--- config.mk ---
export PLATFORM = sky130hd
export DESIGN_NAME = onewire_slave_tx
export DESIGN_NICKNAME = d
export VERILOG_FILES = /design/src/rtl/onewire_slave_tx.sv
export SDC_FILE = /design/constraint.sdc
export NUM_CORES = 1
export LEC_CHECK = 0
export BUFFER_PORTS_ARGS = -buffer_cell sky130_fd_sc_hd__buf_4
export CAP_MARGIN = 20
export CORE_ASPECT_RATIO = 1.1
export CORE_MARGIN = 4
export CORE_UTILIZATION = 45
export CTS_CLUSTER_DIAMETER = 60
export CTS_CLUSTER_SIZE = 28
export DETAILED_ROUTE_END_ITERATION = 7
export SYNTH_ARGS = -nofsm -noshare
export SYNTH_HDL_FRONTEND = slang
export SYNTH_SLANG_ARGS = --single-unit
--- constraint.sdc ---
create_clock -name clk -period 3.4 [get_ports clk]
set_clock_uncertainty 0.05 [all_clocks]
set_input_delay 0.34 -clock clk [delete_from_list [all_inputs] [get_ports clk]]
set_output_delay 0.34 -clock clk [all_outputs]
set_load 0.005 [all_outputs]
--- src/rtl/onewire_slave_tx.sv ---
// onewire_slave_tx: transmit side of an emulated 1-Wire slave.
// Drives the open-drain DQ enable for presence pulses and read-slot "0" bits.
// Bytes are shifted out LSB first.
// Optional build macro ONEWIRE_TX_OVERDRIVE_EN adds od_mode and the overdrive timing set.
//
// state     | meaning
// ----------+-----------------------------------------------------------
// IDLE      | DQ released, ready to accept a byte
// PRES_WAIT | high wait between presence request and presence low
// PRES_LOW  | presence pulse, DQ pulled low
// ARMED     | byte held, waiting for the master falling edge of a slot
// BIT_SLOT  | timing one read slot (DQ low for a "0", released for a "1")
module onewire_slave_tx #(
   parameter int PDH_CYC    = 30,
   parameter int PDL_CYC    = 120,
   parameter int BIT0_CYC   = 30
`ifdef ONEWIRE_TX_OVERDRIVE_EN
   ,
   parameter int OD_PDH_CYC  = 3,
   parameter int OD_PDL_CYC  = 10,
   parameter int OD_BIT0_CYC = 3
`endif
) (
   input  logic       clk,
   input  logic       nRst,
   input  logic       slot_start,
   input  logic       presence_req,
   input  logic [7:0] tx_data,
   input  logic       tx_valid,
`ifdef ONEWIRE_TX_OVERDRIVE_EN
   input  logic       od_mode,
`endif
   output logic       tx_ready,
   output logic       dq_oe,
   output logic       busy,
   output logic       byte_done,
   output logic       tx_abort
);

   function automatic int max_i(input int a, input int b);
      return (a > b) ? a : b;
   endfunction

   localparam int STD_MAX = max_i(PDH_CYC, max_i(PDL_CYC, BIT0_CYC));
`ifdef ONEWIRE_TX_OVERDRIVE_EN
   localparam int ALL_MAX = max_i(STD_MAX, max_i(OD_PDH_CYC, max_i(OD_PDL_CYC, OD_BIT0_CYC)));
`else
   localparam int ALL_MAX = STD_MAX;
`endif
   localparam int CW = $clog2(ALL_MAX) + 1;

   localparam logic [CW-1:0] PDH_LD  = CW'(PDH_CYC - 1);
   localparam logic [CW-1:0] PDL_LD  = CW'(PDL_CYC - 1);
   localparam logic [CW-1:0] BIT0_LD = CW'(BIT0_CYC - 1);
`ifdef ONEWIRE_TX_OVERDRIVE_EN
   localparam logic [CW-1:0] OD_PDH_LD  = CW'(OD_PDH_CYC - 1);
   localparam logic [CW-1:0] OD_PDL_LD  = CW'(OD_PDL_CYC - 1);
   localparam logic [CW-1:0] OD_BIT0_LD = CW'(OD_BIT0_CYC - 1);
`else
   localparam logic [CW-1:0] OD_PDH_LD  = PDH_LD;
   localparam logic [CW-1:0] OD_PDL_LD  = PDL_LD;
   localparam logic [CW-1:0] OD_BIT0_LD = BIT0_LD;
`endif

   typedef enum logic [2:0] {
      IDLE      = 3'd0,
      PRES_WAIT = 3'd1,
      PRES_LOW  = 3'd2,
      ARMED     = 3'd3,
      BIT_SLOT  = 3'd4
   } state_t;

   state_t          r_state, w_state_nxt;
   logic [CW-1:0]   r_cnt, w_cnt_nxt;
   logic [7:0]      r_shift, w_shift_nxt;
   logic [2:0]      r_bitcnt, w_bitcnt_nxt;
   logic            r_dq_oe, w_dq_nxt;
   logic            r_byte_done, w_done_nxt;
   logic            r_tx_abort, w_abort_nxt;
   logic            r_od, w_od_nxt;
   logic            w_od_in;

`ifdef ONEWIRE_TX_OVERDRIVE_EN
   assign w_od_in = od_mode;
`else
   assign w_od_in = 1'b0;
`endif

   // r_od remembers the timing set chosen when the current sequence or slot began
   always_comb begin
      w_state_nxt  = r_state;
      w_cnt_nxt    = r_cnt;
      w_shift_nxt  = r_shift;
      w_bitcnt_nxt = r_bitcnt;
      w_dq_nxt     = r_dq_oe;
      w_done_nxt   = 1'b0;
      w_abort_nxt  = 1'b0;
      w_od_nxt     = r_od;
      if (presence_req) begin
         w_state_nxt = PRES_WAIT;
         w_cnt_nxt   = w_od_in ? OD_PDH_LD : PDH_LD;
         w_od_nxt    = w_od_in;
         w_dq_nxt    = 1'b0;
         if (r_state == ARMED || r_state == BIT_SLOT) begin
            w_abort_nxt  = 1'b1;
            w_shift_nxt  = '0;
            w_bitcnt_nxt = '0;
         end
      end else begin
         case (r_state)
            IDLE: begin
               w_dq_nxt = 1'b0;
               if (tx_valid) begin
                  w_shift_nxt  = tx_data;
                  w_bitcnt_nxt = '0;
                  w_state_nxt  = ARMED;
               end
            end
            ARMED: begin
               if (slot_start) begin
                  w_state_nxt = BIT_SLOT;
                  w_cnt_nxt   = w_od_in ? OD_BIT0_LD : BIT0_LD;
                  w_od_nxt    = w_od_in;
                  w_dq_nxt    = ~r_shift[0];
               end
            end
            BIT_SLOT: begin
               if (r_cnt == '0) begin
                  w_dq_nxt     = 1'b0;
                  w_shift_nxt  = {1'b0, r_shift[7:1]};
                  w_bitcnt_nxt = r_bitcnt + 3'd1;
                  if (r_bitcnt == 3'd7) begin
                     w_done_nxt  = 1'b1;
                     w_state_nxt = IDLE;
                  end else begin
                     w_state_nxt = ARMED;
                  end
               end else begin
                  w_cnt_nxt = r_cnt - 1'b1;
               end
            end
            PRES_WAIT: begin
               if (r_cnt == '0) begin
                  w_state_nxt = PRES_LOW;
                  w_cnt_nxt   = r_od ? OD_PDL_LD : PDL_LD;
                  w_dq_nxt    = 1'b1;
               end else begin
                  w_cnt_nxt = r_cnt - 1'b1;
               end
            end
            PRES_LOW: begin
               if (r_cnt == '0) begin
                  w_dq_nxt    = 1'b0;
                  w_state_nxt = IDLE;
               end else begin
                  w_cnt_nxt = r_cnt - 1'b1;
               end
            end
            default: begin
               w_state_nxt = IDLE;
               w_dq_nxt    = 1'b0;
            end
         endcase
      end
   end

   // state and output registers; reset releases DQ immediately
   always_ff @(posedge clk or negedge nRst) begin
      if (!nRst) begin
         r_state     <= IDLE;
         r_cnt       <= '0;
         r_shift     <= '0;
         r_bitcnt    <= '0;
         r_dq_oe     <= 1'b0;
         r_byte_done <= 1'b0;
         r_tx_abort  <= 1'b0;
         r_od        <= 1'b0;
      end else begin
         r_state     <= w_state_nxt;
         r_cnt       <= w_cnt_nxt;
         r_shift     <= w_shift_nxt;
         r_bitcnt    <= w_bitcnt_nxt;
         r_dq_oe     <= w_dq_nxt;
         r_byte_done <= w_done_nxt;
         r_tx_abort  <= w_abort_nxt;
         r_od        <= w_od_nxt;
      end
   end

   assign tx_ready  = (r_state == IDLE) & ~presence_req;
   assign busy      = (r_state != IDLE);
   assign dq_oe     = r_dq_oe;
   assign byte_done = r_byte_done;
   assign tx_abort  = r_tx_abort;

endmodule

## Word-level counts from Yosys, hierarchy flattened

Cells that the tools add are included.

| word-level totals | value |
|---|---|
| bits of input ports | 13 |
| bits in registers | 25 |
| output and inout port bits | 5 |
| latch bits | 0 |
| bits in read-only memories | 0 |
| bits in writable memories | 0 |
| memories kept | 0 |

| cells by class | value |
|---|---|
| equal/unequal tests | 13 |
| $add $sub $neg | 2 |
| div/mod/pow operators | 0 |
| magnitude comparators | 0 |
| multiply operators | 0 |
| shift operators | 0 |
| muxes and demuxes | 34 |
| bitwise gates (word level) | 3 |
| reduce and logical (&&, ||, !) cells | 11 |

Operator list:

| operator | count |
|---|---|
| $mux 8 | 8 |
| $mux 3 | 10 |
| $pmux 8 s3 | 1 |
| $pmux 8 s2 | 1 |
| $ne 3x3->1 const B | 5 |
| $pmux 3 s5 | 1 |
| $mux 1 | 10 |
| $logic_not 8->1 | 1 |
| $sub 8x1->8 const B | 1 |
| $eq 3x2->1 const B | 2 |
| $eq 3x3->1 const B | 2 |
| $pmux 3 s2 | 1 |
| $reduce_and 3->1 | 2 |
| $reduce_bool 3->1 | 2 |
| $reduce_and 5->1 | 1 |
| $reduce_and 4->1 | 1 |
| $reduce_bool 4->1 | 1 |
| $add 3x1->3 const B | 1 |
| $eq 3x1->1 const B | 1 |
| $logic_not 3->1 | 1 |
| $ne 3x1->1 const B | 1 |
| $ne 3x2->1 const B | 1 |
| $pmux 1 s3 | 1 |
| $mux 2 | 1 |
| 5 further kinds | 6 |

## Logic depth before layout (Yosys ltp)

Gate-level depths: netlist (run 1).

| depth | value |
|---|---|
| depth in word-level cells | 5 |
| mapped depth | 7 |
| depth with buffers taken out | 6 |

## Worst setup path before layout (run 1)

OpenSTA, ideal clock, no wires.

| timing | value |
|---|---|
| kind | reg2reg |
| from | reg r_cnt[0] |
| to | reg r_shift[0] |
| path buffers | 1 |
| cell stages (with the launch flop) | 8 |
| period minus slack after synthesis | 1.916 ns |
| required time | 3.225 ns |
| slack | 1.484 ns |
| arrival time | 1.741 ns |
| cell sequence | dfrtp_1 inv_1 ha_1 nor3b_2 nand2_1 a22oi_2 buf_6 mux2_4 |

| on the way | value |
|---|---|
| cells in the longest elaborated chain, start to end | 3 |

RTL lines:

| what | RTL line | text |
|---|---|---|
| start, declared | 74 | `logic [CW-1:0] r_cnt, w_cnt_nxt;` |
| start signal, assigned | 180 | `r_cnt <= w_cnt_nxt;` |
| $logic_not 8->1 | 128 | `if (r_cnt == '0) begin` |
| $ne 3x2->1 (no line) | -- |  |
| $reduce_and 4->1 (no line) | -- |  |
| end signal, assigned | 181 | `r_shift <= w_shift_nxt;` |
| end, declared | 75 | `logic [7:0] r_shift, w_shift_nxt;` |

No other way between the ends.
A chain may end at the register's enable or synchronous reset.

## Worst setup path in the final report (run 1)

| timing | value |
|---|---|
| from | reg r_cnt[0] |
| to | reg r_shift[7] |

Same word-level chain as after synthesis.

==> summary.md, run 1 <==
| Metric | Value |
|---|---|
| Area of the mapped netlist | `0.00156 mm^2` |
| Routed vias/inst | `5.51` |
| Post-Syn Instances | `154` |
| Num Clock Sinks | `25` |
| Crit Path Category | `reg2reg` |
| Final worst-path cycle share | `0.729` |
| Die Width | `64.2 um` |
| Final setup margin | `921 ps` |
| Post-synth top flop | `dfrtp_1` |
| Largest net degree at the start of global routing | `26` |
| Global route overflow | `0` |
| Pleak | `0.000758 uW` |
| Root Driver | `clkbuf_4` |
| Least-Margin Pin Slew | `843 ps` |
| Status | `finished, final reports clean` |
| Switching Share | `0.382` |
| Yosys cell types | `51` |
| Gr usage total | `0.160` |
| Die height | `69.8 um` |
| P_sw | `417 uW` |
| Clock slew seen by the registers of the worst setup and hold paths | `140 ps` |
| Ys async rst share | `1.00` |
| Max Clk Rate | `403 MHz` |
| Port bufs | `17` |
| YS warnings | `0` |
| Diodes inserted | `0` |
| Pwr/cell area | `630 mW/mm^2` |
| Max-cap violations | `0` |
| Grt met3 use | `0.0292` |
| DRC | `0` |
| Boundary pin count | `18` |
| Post_cts resized | `0` |
| CP cell instances | `inv_1, ha_1, nor3b_2, nand2_1, a22oi_2, mux2_2` |
| Met2 global-route usage | `0.281` |
| Crit-path slowest cell | `a22oi_2` |
| Worst-skew pair later-pin latency | `320 ps` |
| Seq/Total Area, Yosys | `0.400` |
| Top Family by Delay on Critical Path | `compound AO/OA/AOI/OAI gates` |
| Hold Path Class | `in2reg` |
| GP Congestion | `0.856` |
| WP data arrival | `2640 ps` |
| Area Overhead vs Synth | `11.0%` |
| Unrepaired setup endpoints after global routing | `no` |
| Nets@finish | `185` |
| Detail Route Antenna Nets | `0` |
| CP endpoint kind | `flop` |
| Floorplan core area | `0.00333 mm^2` |
| Part of the power in registers | `0.443` |
| CP Buf/Inv Count | `1` |
| Final Hold Vio Count | `0` |
| DRT iter0 DRCs | `69` |
| Initial core utilization | `0.469` |
| Crit start category | `flop` |
| CP peak stage delay | `660 ps` |
| Setup bufs post-CTS | `0` |
| Syn_nets | `170` |
| Initial antenna violation count | `0` |
| GRT Max-Usage Layer | `met2` |
| Combinational power share | `0.433` |
| M1 GR Usage | `0.192` |
| Final setup viols | `0` |
| Number of global-route vias before repair | `1235` |
| Slew Limit Fails | `0` |
| Setup tns final | `0 ps` |
| Worst EP required | `3570 ps` |
| CTS buffer count | `3` |
| DRT Pass-1 Iters | `4` |
| Die area | `0.00448 mm^2` |
| H-Tree Depth | `1` |
| CTS tree | `yes` |
| Syn avg cell area | `10.1 um^2` |
| First-pass GRT wire length | `5780 um` |
| Seq cells post-synth | `25` |
| Worst-path fanout max | `11` |
| Int Pwr | `675 uW` |
| Max-slew headroom | `0.438` |
| Rows | `22` |
| Max IR drop VDD | `0.240 mV` |
| Layout cells sized above 1 | `0.238` |
| Flop2flop setup slack | `920 ps` |
| Longest Clk Path Bufs | `2` |
| Post-CTS Hold Fix Bufs | `1` |
| Post-layout min period | `2480 ps` |
| Clock share of power | `0.124` |
| DRT Wirelength | `3220 um` |
| Post-synth EDFFs | `0` |
| Routed len/inst | `14.9 um` |
| Worst slack, placed | `915 ps` |
| DP HPWL | `2340 um` |
| DR vias | `1191` |
[power groups by stage]
stage / Sequential [uW] / Combinational [uW] / Clock (uW)
after floorplan: 440 / 426 / 0
after global placement: 487 / 468 / 0
after detailed placement: 487 / 480 / 0
after CTS: 483 / 480 / 142
after global routing: 499 / 527 / 154
final: 484 / 473 / 136
[layer usage]
| layer | up-vias | share of wire |
|---|---|---|
| li1 | 587 | - |
| met1 | 578 | 0.45 |
| met2 | 18 | 0.50 |
| met3 | 8 | 0.030 |
| met4 | 0 | 0.022 |
| met5 | - | 0 |
[tightest hold or removal path: stages]
cell and delay, ps:
buf_4 110, a32oi_1 90, nor2_1 80
[sequential cells by signal, indices dropped and copies added, names as in the netlist]
name / flops
byte_done: 1
dq_oe: 1
r_bitcnt: 3
r_cnt: 8
r_shift: 8
r_state: 3
tx_abort: 1
[synthesized netlist by cell type (all sizes together), types with 2 or more instances]
cell type | number | area, um^2
dfrtp | 25 | 626
nand2 | 19 | 71.3
a21oi | 12 | 60.1
mux2 | 10 | 143
nor2 | 9 | 33.8
inv | 8 | 30.0
buf | 7 | 52.5
o21ai | 7 | 35.0
a21o | 4 | 31.3
nor4 | 4 | 40.0
ha | 3 | 37.5
nor3 | 3 | 31.3
nor3b | 3 | 32.5
o2bb2ai | 3 | 26.3
or3 | 3 | 23.8
a221o | 2 | 20.0
clkbuf | 2 | 7.51
mux2i | 2 | 20.0
nand2b | 2 | 12.5
nor2b | 2 | 12.5
o22ai | 2 | 12.5
o31ai | 2 | 15.0
or3b | 2 | 17.5
[placed cells by master, fill, tap and decap left out, types with 2 or more instances in the layout]
| cell | netlist | final |
|---|---|---|
| a21oi_1 | 12 | 12 |
| mux2_4 | 8 | 8 |
| buf_4 | 2 | 18 |
| inv_1 | 8 | 8 |
| dfrtp_1 | 25 | 25 |
| a21o_1 | 3 | 3 |
| or3b_1 | 2 | 2 |
| nor3b_2 | 2 | 2 |
| o2bb2ai_1 | 3 | 3 |
| ha_1 | 3 | 3 |
| nand2_1 | 19 | 19 |
| a221o_1 | 2 | 2 |
| mux2i_1 | 2 | 2 |
| o31ai_1 | 2 | 2 |
| nor2b_1 | 2 | 2 |
| o21ai_0 | 7 | 7 |
| nor2_1 | 9 | 9 |
| o22ai_1 | 2 | 2 |
| nor4_1 | 3 | 3 |
| or3_1 | 2 | 2 |
| nand2b_1 | 2 | 2 |
| clkbuf_4 | 0 | 3 |
[area by class of cell]
cell class                 instances  area [um^2]
timing repair buffer              19          145
inverter                           8         30.0
multi-input combinational        112          847
tap                               48         60.1
fill                             302         1600
sequential                        25          626
clock buffer                       4         26.3
[cells by family after synthesis]
group	synth area share
simple gates	0.216
compound gates	0.187
flops	0.400
buf+inv	0.0576
mux	0.104
fa+ha+maj	0.0240
xor+xnor	0.0112
[stage by stage]
stage / cell area, um^2 / util / hold slack [ps] / total power, uW / instances
4_1_cts: 1730 / 0.521 / 276 / 1110 / 216
6_report: 1730 / 0.521 / 281 / 1090 / 216
3_5_place_dp: 1700 / 0.510 / 219 / 967 / 211
5_1_grt: 1730 / 0.521 / 294 / 1180 / 216
2_1_floorplan: 1560 / - / -5.59 / 866 / 154
3_3_place_gp: 1700 / 0.510 / 214 / 955 / 211
[final timing paths]
path | end | cells past startpoint | from
setup / recovery | r_shift[7] | 6 | r_cnt[0]
hold / removal | r_state[2] | 3 | slot_start
setup reg to reg | r_shift[7] | 6 | r_cnt[0]
hold reg to reg | r_bitcnt[0] | 1 | r_bitcnt[0]
max in group asynchronous | r_shift[3] | 2 | nRst
min in group asynchronous | r_cnt[4] | 2 | nRst
(Power assumes the default switching activity.)
==> run 2, diff against run 1 <==
PLACE_DENSITY = 0.67   (was default)
clock period = 2.2 ns   (was 3.4 ns; I/O delays follow)
==> summary.md, run 2 (synthesis results as in run 1) <==
| Metric | Value |
|---|---|
| Status | `finished, final reports clean` |
| Pwr/cell area | `977 mW/mm^2` |
| DRT iter0 DRCs | `81` |
| CP endpoint kind | `flop` |
| Detail Route Antenna Nets | `0` |
| H-Tree Depth | `1` |
| Worst-skew pair later-pin latency | `330 ps` |
| Pleak | `0.000794 uW` |
| Nets@finish | `192` |
| Fin area | `0.00179 mm^2` |
| Die area | `0.00448 mm^2` |
| Crit Path Category | `reg2reg` |
| Routed len/inst | `14.9 um` |
| DP HPWL | `2530 um` |
| Int Pwr | `1090 uW` |
| Unrepaired setup endpoints after global routing | `no` |
| Initial core utilization | `0.469` |
| DRC | `0` |
| Area Overhead vs Synth | `14.3%` |
| Post-DP Area | `0.00175 mm^2` |
| CTS buffer count | `3` |
| Final worst-path cycle share | `0.921` |
| Clock share of power | `0.119` |
| WP data arrival | `2190 ps` |
| CTS tree | `yes` |
| Commonest non-fill, non-tap cells in the layout | `dfrtp_1, buf_4, nand2_1` |
| Slew Limit Fails | `0` |
| Rows | `22` |
| Final Hold Vio Count | `0` |
| P_sw | `660 uW` |
| Port bufs | `17` |
| Largest net degree at the start of global routing | `26` |
| Hold slack | `166 ps` |
| Crit start category | `flop` |
| DR vias | `1230` |
| Global route overflow | `0` |
| Root Driver | `clkbuf_4` |
| First-pass GRT wire length | `5660 um` |
| Switching Share | `0.378` |
| Num Clock Sinks | `25` |
| Max Clk Rate | `494 MHz` |
| Post-Place Cells | `218` |
| Combinational power share | `0.453` |
| Max IR drop VDD | `0.488 mV` |
| DRT Wirelength | `3320 um` |
| Worst-path fanout max | `7` |
| Die Width | `64.2 um` |
| Part of the power in registers | `0.428` |
| Post-Layout Cell Count | `223` |
| Post_cts resized | `0` |
| Floorplan core area | `0.00333 mm^2` |
| Clock slew seen by the registers of the worst setup and hold paths | `140 ps` |
| Diodes inserted | `0` |
| Hold Path Class | `in2reg` |
| Gr usage total | `0.159` |
| Least-Margin Pin Slew | `557 ps` |
| GP Congestion | `0.842` |
| Setup tns final | `0 ps` |
| DRT Pass-1 Iters | `4` |
| Largest regs | `r_cnt (8), r_shift (8)` |
| Die height | `69.8 um` |
| Post-layout min period | `2030 ps` |
| Final setup viols | `0` |
| Initial antenna violation count | `0` |
| Max-slew headroom | `0.625` |
| Worst EP required | `2360 ps` |
| Longest Clk Path Bufs | `2` |
| Number of global-route vias before repair | `1217` |
| Layout cells sized above 1 | `0.269` |
| Boundary pin count | `18` |
| Routed vias/inst | `5.52` |
| Max-cap violations | `0` |
## run 2: worst paths after layout
path	from	to	slack, ps	cells past startpoint
max in group asynchronous	nRst	r_bitcnt[2]	1570	2
hold reg to reg	r_bitcnt[0]	r_bitcnt[0]	440	1
min in group asynchronous	nRst	r_cnt[6]	280	2
setup reg to reg	r_cnt[0]	r_cnt[1]	170	7
hold / removal	slot_start	r_state[2]	170	3
setup / recovery	r_cnt[0]	r_cnt[1]	170	7
## run 2: metal layers
| layer | vias to the layer above | wire length [um] | GRT usage |
|---|---|---|---|
| met4 | 0 | 82 | 0.0704 |
| li1 | 602 | - | - |
| met1 | 600 | 1400 | 0.193 |
| met3 | 9 | 87 | 0.0276 |
| met5 | - | 0 | 0 |
| met2 | 19 | 1750 | 0.272 |
## run 2: timing repair
action,4_1_cts,5_1_grt
hold buffers,1,0
endpoints found under the hold margin,25,0
buffers inserted,0,0
## run 2: cell type report
class	count	area (um^2)
inverter	8	30.0
sequential	25	626
tap	48	60.1
fill	297	1540
multi-input combinational	112	847
clock buffer	4	26.3
timing repair buffer	26	198
## run 2: critical path, cell delays in order (launching register included)
cell and delay (ps):
dfrtp_1 430, inv_1 70, ha_1 180, nor3b_2 210
buf_4 170, o2bb2ai_1 200, a21o_2 280, mux2_1 330
## run 2: per-stage QoR
stage | power, uW | setup slack (ps) | util
finish | 1750 | 174 | 0.536
global route | 1870 | 29.0 | 0.536
floorplan | 1340 | 284 | -
global placement | 1520 | 202 | 0.526
CTS | 1760 | 161 | 0.536
detailed placement | 1550 | 184 | 0.526
## run 2: power groups by stage
stage                     combinational (uW)  clock (uW)  sequential (uW)
after global placement                   774           0              745
after CTS                                795         219              748
after detailed placement                 790           0              755
after floorplan                          658           0              680
final                                    790         208              748
after global routing                     869         236              769
